===== config.mk =====
export PLATFORM = sky130hd
export DESIGN_NAME = uart_rx
export DESIGN_NICKNAME = d
export VERILOG_FILES = /design/src/rtl/uart_rx.sv
export SDC_FILE = /design/constraint.sdc
export NUM_CORES = 1
export LEC_CHECK = 0
export CAP_MARGIN = 5
export CORE_AREA = 2 2 70 45
export DETAILED_ROUTE_END_ITERATION = 6
export DIE_AREA = 0 0 72 47
export MAX_ROUTING_LAYER = met4
export PLACE_DENSITY = 0.8
export SYNTH_ARGS = -nofsm -noshare
export SYNTH_HDL_FRONTEND = slang
export SYNTH_SLANG_ARGS = --single-unit
export TNS_END_PERCENT = 10

===== constraint.sdc =====
create_clock -name clock -period 5.4 [get_ports clock]
set_input_delay 0.81 -clock clock [delete_from_list [all_inputs] [get_ports clock]]
set_output_delay 0.81 -clock clock [all_outputs]
set_load 0.005 [all_outputs]

===== src/rtl/uart_rx.sv =====
`timescale 1ns/1ps
// uart_rx: asynchronous 8N1 UART receiver with start-glitch rejection, framing-error flag and break suppression.
// Latency: pin falling edge to rx_ready/ferr is 3+H+9N cycles (H = N/2), plus 1 when UART_RX_MAJORITY_EN is defined.
// Backpressure: none; rx_ready and ferr are single-cycle strobes that the consumer must accept.
//
// Ports:
//   clock    - system clock, rising edge
//   reset    - synchronous, active-high reset
//   rxd      - asynchronous serial line, idles high
//   rx_ready - one-cycle pulse when a byte with a valid stop bit has been received
//   rdata    - received byte, valid with rx_ready and held until the next valid byte
//   ferr     - one-cycle pulse when the stop bit is sampled low
//
// Optional build macro: UART_RX_MAJORITY_EN
//   When defined, every sample decision is the 2-of-3 majority of rxd_s at S-1, S and S+1,
//   taken at S+1, so all sample points and outputs shift one cycle later.

module uart_rx #(
    parameter int CLK_PER_BIT = 868
) (
    input  logic       clock,
    input  logic       reset,
    input  logic       rxd,
    output logic       rx_ready,
    output logic [7:0] rdata,
    output logic       ferr
);

    localparam int CW = $clog2(CLK_PER_BIT) + 1;
    localparam int H  = CLK_PER_BIT / 2;

    localparam logic [2:0] S_IDLE  = 3'd0;
    localparam logic [2:0] S_START = 3'd1;
    localparam logic [2:0] S_DATA  = 3'd2;
    localparam logic [2:0] S_STOP  = 3'd3;
    localparam logic [2:0] S_BREAK = 3'd4;

    // The counter reads 0 in the first cycle after t0, so the start sample at
    // t0+H sees H-1, and every later sample point (counter reloaded to 0 right
    // after the previous one) sees N-1. With majority voting the decision is
    // taken one cycle later; only the first threshold moves, the reload at
    // S+1 then keeps the bit spacing at exactly N.
`ifdef UART_RX_MAJORITY_EN
    localparam logic [CW-1:0] FIRST_LAST = CW'(H);
`else
    localparam logic [CW-1:0] FIRST_LAST = CW'(H - 1);
`endif
    localparam logic [CW-1:0] BIT_LAST = CW'(CLK_PER_BIT - 1);

    logic          rxd_m;
    logic          rxd_s;
    logic [2:0]    state;
    logic [CW-1:0] cnt;
    logic [2:0]    bit_idx;
    logic [7:0]    shreg;
    logic          samp;

    // Two-flop synchronizer; resets to the idle (high) line level.
    always_ff @(posedge clock) begin
        if (reset) begin
            rxd_m <= 1'b1;
            rxd_s <= 1'b1;
        end else begin
            rxd_m <= rxd;
            rxd_s <= rxd_m;
        end
    end

`ifdef UART_RX_MAJORITY_EN
    // hist[0] holds rxd_s of the previous cycle (S), hist[1] the one before (S-1).
    logic [1:0] hist;

    always_ff @(posedge clock) begin
        if (reset) begin
            hist <= 2'b11;
        end else begin
            hist <= {hist[0], rxd_s};
        end
    end

    assign samp = (rxd_s & hist[0]) | (rxd_s & hist[1]) | (hist[0] & hist[1]);
`else
    assign samp = rxd_s;
`endif

    always_ff @(posedge clock) begin
        if (reset) begin
            state    <= S_IDLE;
            cnt      <= '0;
            bit_idx  <= 3'd0;
            shreg    <= 8'h00;
            rdata    <= 8'h00;
            rx_ready <= 1'b0;
            ferr     <= 1'b0;
        end else begin
            rx_ready <= 1'b0;
            ferr     <= 1'b0;
            case (state)
                S_IDLE: begin
                    cnt <= '0;
                    if (!rxd_s) begin
                        state <= S_START;
                    end
                end
                S_START: begin
                    if (cnt == FIRST_LAST) begin
                        cnt <= '0;
                        // A line back high by mid-start-bit is a glitch, not a frame.
                        if (!samp) begin
                            state   <= S_DATA;
                            bit_idx <= 3'd0;
                        end else begin
                            state <= S_IDLE;
                        end
                    end else begin
                        cnt <= cnt + CW'(1);
                    end
                end
                S_DATA: begin
                    if (cnt == BIT_LAST) begin
                        cnt   <= '0;
                        // LSB arrives first and ends up in bit 0 after 8 shifts.
                        shreg <= {samp, shreg[7:1]};
                        if (bit_idx == 3'd7) begin
                            state <= S_STOP;
                        end else begin
                            bit_idx <= bit_idx + 3'd1;
                        end
                    end else begin
                        cnt <= cnt + CW'(1);
                    end
                end
                S_STOP: begin
                    if (cnt == BIT_LAST) begin
                        cnt <= '0;
                        if (samp) begin
                            rdata    <= shreg;
                            rx_ready <= 1'b1;
                            state    <= S_IDLE;
                        end else begin
                            ferr  <= 1'b1;
                            state <= S_BREAK;
                        end
                    end else begin
                        cnt <= cnt + CW'(1);
                    end
                end
                S_BREAK: begin
                    // Wait out a held-low line so it cannot be read as 0x00 frames.
                    cnt <= '0;
                    if (rxd_s) begin
                        state <= S_IDLE;
                    end
                end
                default: begin
                    state <= S_IDLE;
                    cnt   <= '0;
                end
            endcase
        end
    end

endmodule


==> impl_metrics.yaml <==
timing:
  tns_ns: 0
  min_period_ns: 2.32
  finalHoldViolCount: 0
  slew-limit-headroom_pct: 40.0
  max_freq_mhz: 431
  worstMarginPinSlew_ns: 0.897
  timing.final.ws_setup_ns: 3.08
  fin_crit_sh_pct: 43.0
  rsz0062_at_grt: "false"
  fin_worst_skew_ns: 0.00498
  slew_violations: 0
  setup-violations-final: 0
  hold_slack_ns: 0.411
finish:
  design_area_um2: 1800
  stdcell_count: 208
  mostFrequentLayoutCell: "dfxtp_1"
  syn2layout_area_growth_pct: 12.6
  mostFrequentLayoutCells: "dfxtp_1 (37), nor2_1 (33), mux2i_1 (16)"
  n_antenna_cell: 0
  layout.nets: 182
  drive_gt1_share_pct: 9.20
cts:
  post_cts_buffers: 0
  clk_latency_ns: 0.29
  cts_buffers: 5
  cts_htree_levels: 2
  cts.clk_slew.worst_paths_ns: 0.07
  clk_path_buf_depth: 2
  postCtsHoldBufs: 0
  cts.sinks: 37
  cts_root_buffer: "clkbuf_8"
  cts_resized: 0
  tritoncts: "yes"
critical_path:
  cp-startpoint: "reset"
  critical_path_class: "in -> reg"
  worstPathMaxFanout: 28
  worst_r2r_endpoint: "shreg[5]"
  worstPathRequired_ns: 5.62
  reg2regPathDepth: 5
  end_kind: "register"
  endpoint: "cnt[2]"
  crit_path_start_kind: "input pin"
  rrSetupSlack_ns: 3.22
  worstPathArrival_ns: 2.54
  r2r-start: "cnt[2]"
yosys:
  synth_xor_area_share_pct: 5.48
  synthMuxAreaShare_pct: 11.0
  synth_fa_ha_area_share_pct: 3.13
  synth_area_per_cell_um2: 9.74
  synth_top_area_share_pct: 46.4
  synthSimpleGateAreaFrac_pct: 25.2
  syn_area_um2: 1600
  synth_compound_area_share_pct: 5.72
  ys_ff_latch: 37
  synth_cells: 164
  yosys-top-cells-area: "dfxtp_1 (46%), mux2i_1 (10%), nor2_1 (7.8%), xnor2_1 (3.8%), ha_1 (3.1%)"
  synth_top_area_cell: "dfxtp_1"
  seq_area_frac_synth_pct: 46.4
  synthesis.nets: 171
  ys_types: 41
  yosysWarnings: 0
  synth_top_family_by_area: "simple AND/OR/NAND/NOR gates"
global_route:
  use_met1_pct: 25.4
  first_global_vias: 1079
  use_met3_pct: 5.79
  grt.total_usage_pct: 19.6
  antenna_found_initial: 0
  top_usage_layer: "met2"
  grt_first_pass_wirelength_um: 4740
  use_met2_pct: 28.1
  grt_overflow: 0
  grt_max_degree: 29
die:
  io_pins: 13
  die_area_um2: 3380
  die-height_um: 47
  rows: 15
  start_util_pct: 57.9
  die_w_um: 72
  core_area_um2: 2760
drt:
  drtPass1Iterations: 5
  drt_iter0_markers: 70
  drt-total-wl_um: 2690
  drt-vias-per-instance: 5.53
  wire_per_inst_um: 12.9
  dr_total_vias: 1151
  ant_nets: 0
  drc: 0
place:
  numPlacedInstances: 202
  place_area_um2: 1730
  finalWeightedCongestion: 0.945
  post-dp-hpwl_um: 1940
  dp_worst_setup_slack_ns: 2.76
  io_buffers: 12
power_and_ir_drop:
  static-leakage-power_nw: 0.676
  p_per_area_nw_per_um2: 280
  peakVddDrop_mv: 0.170
status:
  status: "finished clean"
run:
  maxCapViolCount: 0
hold_path:
  holdCritPathClass: "reg -> reg"
## final cells by class
cell class / instances / area [um2]
fill: 224 / 960
multi-input combinational: 115 / 807
sequential: 37 / 741
timing repair buffer: 12 / 120
clock buffer: 5 / 68.8
tap: 34 / 42.5
inverter: 4 / 15.0
clock inverter: 1 / 5.00
## cells in the mapped netlist, drive strengths merged
master and count:
and2b 2, nor3b 1, nor4 1, nor3 8
a2111o 1, o21ai 1, or2 2, ha 4
o221ai 1, nand4 4, dfxtp 37, nor4b 2
nand3b 2, o31ai 1, inv 4, or3 1
nand3 5, and3 1, xor2 3, clkbuf 4
buf 4, nand2 5, a22oi 1, and4bb 1
xnor2 7, or4 1, mux2 1, a2111oi 1
a21oi 1, a32o 2, and2 1, mux2i 16
nand4b 1, nor2b 1, a31o 1, a22o 1
nor2 34
## through the flow
stage / util (%) / total power [mW]
final: 65.2 / 0.503
after floorplan: - / 0.325
after CTS: 65.2 / 0.506
after global placement: 62.5 / 0.330
after global routing: 65.2 / 0.524
after detailed placement: 62.5 / 0.333
## metal layers
| layer | up-vias | share of wire, % |
|---|---|---|
| li1 | 596 | - |
| met1 | 512 | 52 |
| met3 | 7 | 5.4 |
| met4 | 0 | 2.0 |
| met2 | 36 | 40 |
| met5 | - | 0 |
## worst max-delay path, stage by stage
cell and delay (ns):
clkdlybuf4s50_1 0.87, a2111o_1 0.67, nor2_1 0.18
## sequential cells by signal, summed over array words and instances (netlist names)
register,flops
rdata,8
state,3
rxd_m,1
bit_idx,3
cnt,11
rx_ready,1
rxd_s,1
ferr,1
shreg,8
## kinds of logic (layout without fill, tap and decap cells)
| family | count (synthesis) | count (layout) |
|---|---|---|
| adders and majority gates | 4 | 4 |
| AOI/OAI and AO/OA | 11 | 11 |
| and+or+nand+nor | 73 | 73 |
| DFF | 37 | 37 |
| buffers and inverters | 12 | 22 |
| xor gates and xnor gates | 10 | 10 |
| muxes | 17 | 17 |
## how the worst min path moves through the flow
| stage | start | endpoint | depth (start not counted) |
|---|---|---|---|
| global placement | rxd_m | rxd_s | 1 |
| global route | rxd_m | rxd_s | 1 |
| finish | rxd_m | rxd_s | 1 |
| floorplan | rxd_m | rxd_s | 1 |
| detailed placement | rxd_m | rxd_s | 1 |
| CTS | rxd_m | rxd_s | 1 |
## power by group
| part | total, mW | internal [mW] | switching (mW) |
|---|---|---|---|
| Clock | 0.175 | 0.0848 | 0.0901 |
| Combinational | 0.0434 | 0.0199 | 0.0235 |
| Sequential | 0.285 | 0.277 | 0.00740 |
(Power assumes the default switching activity.)
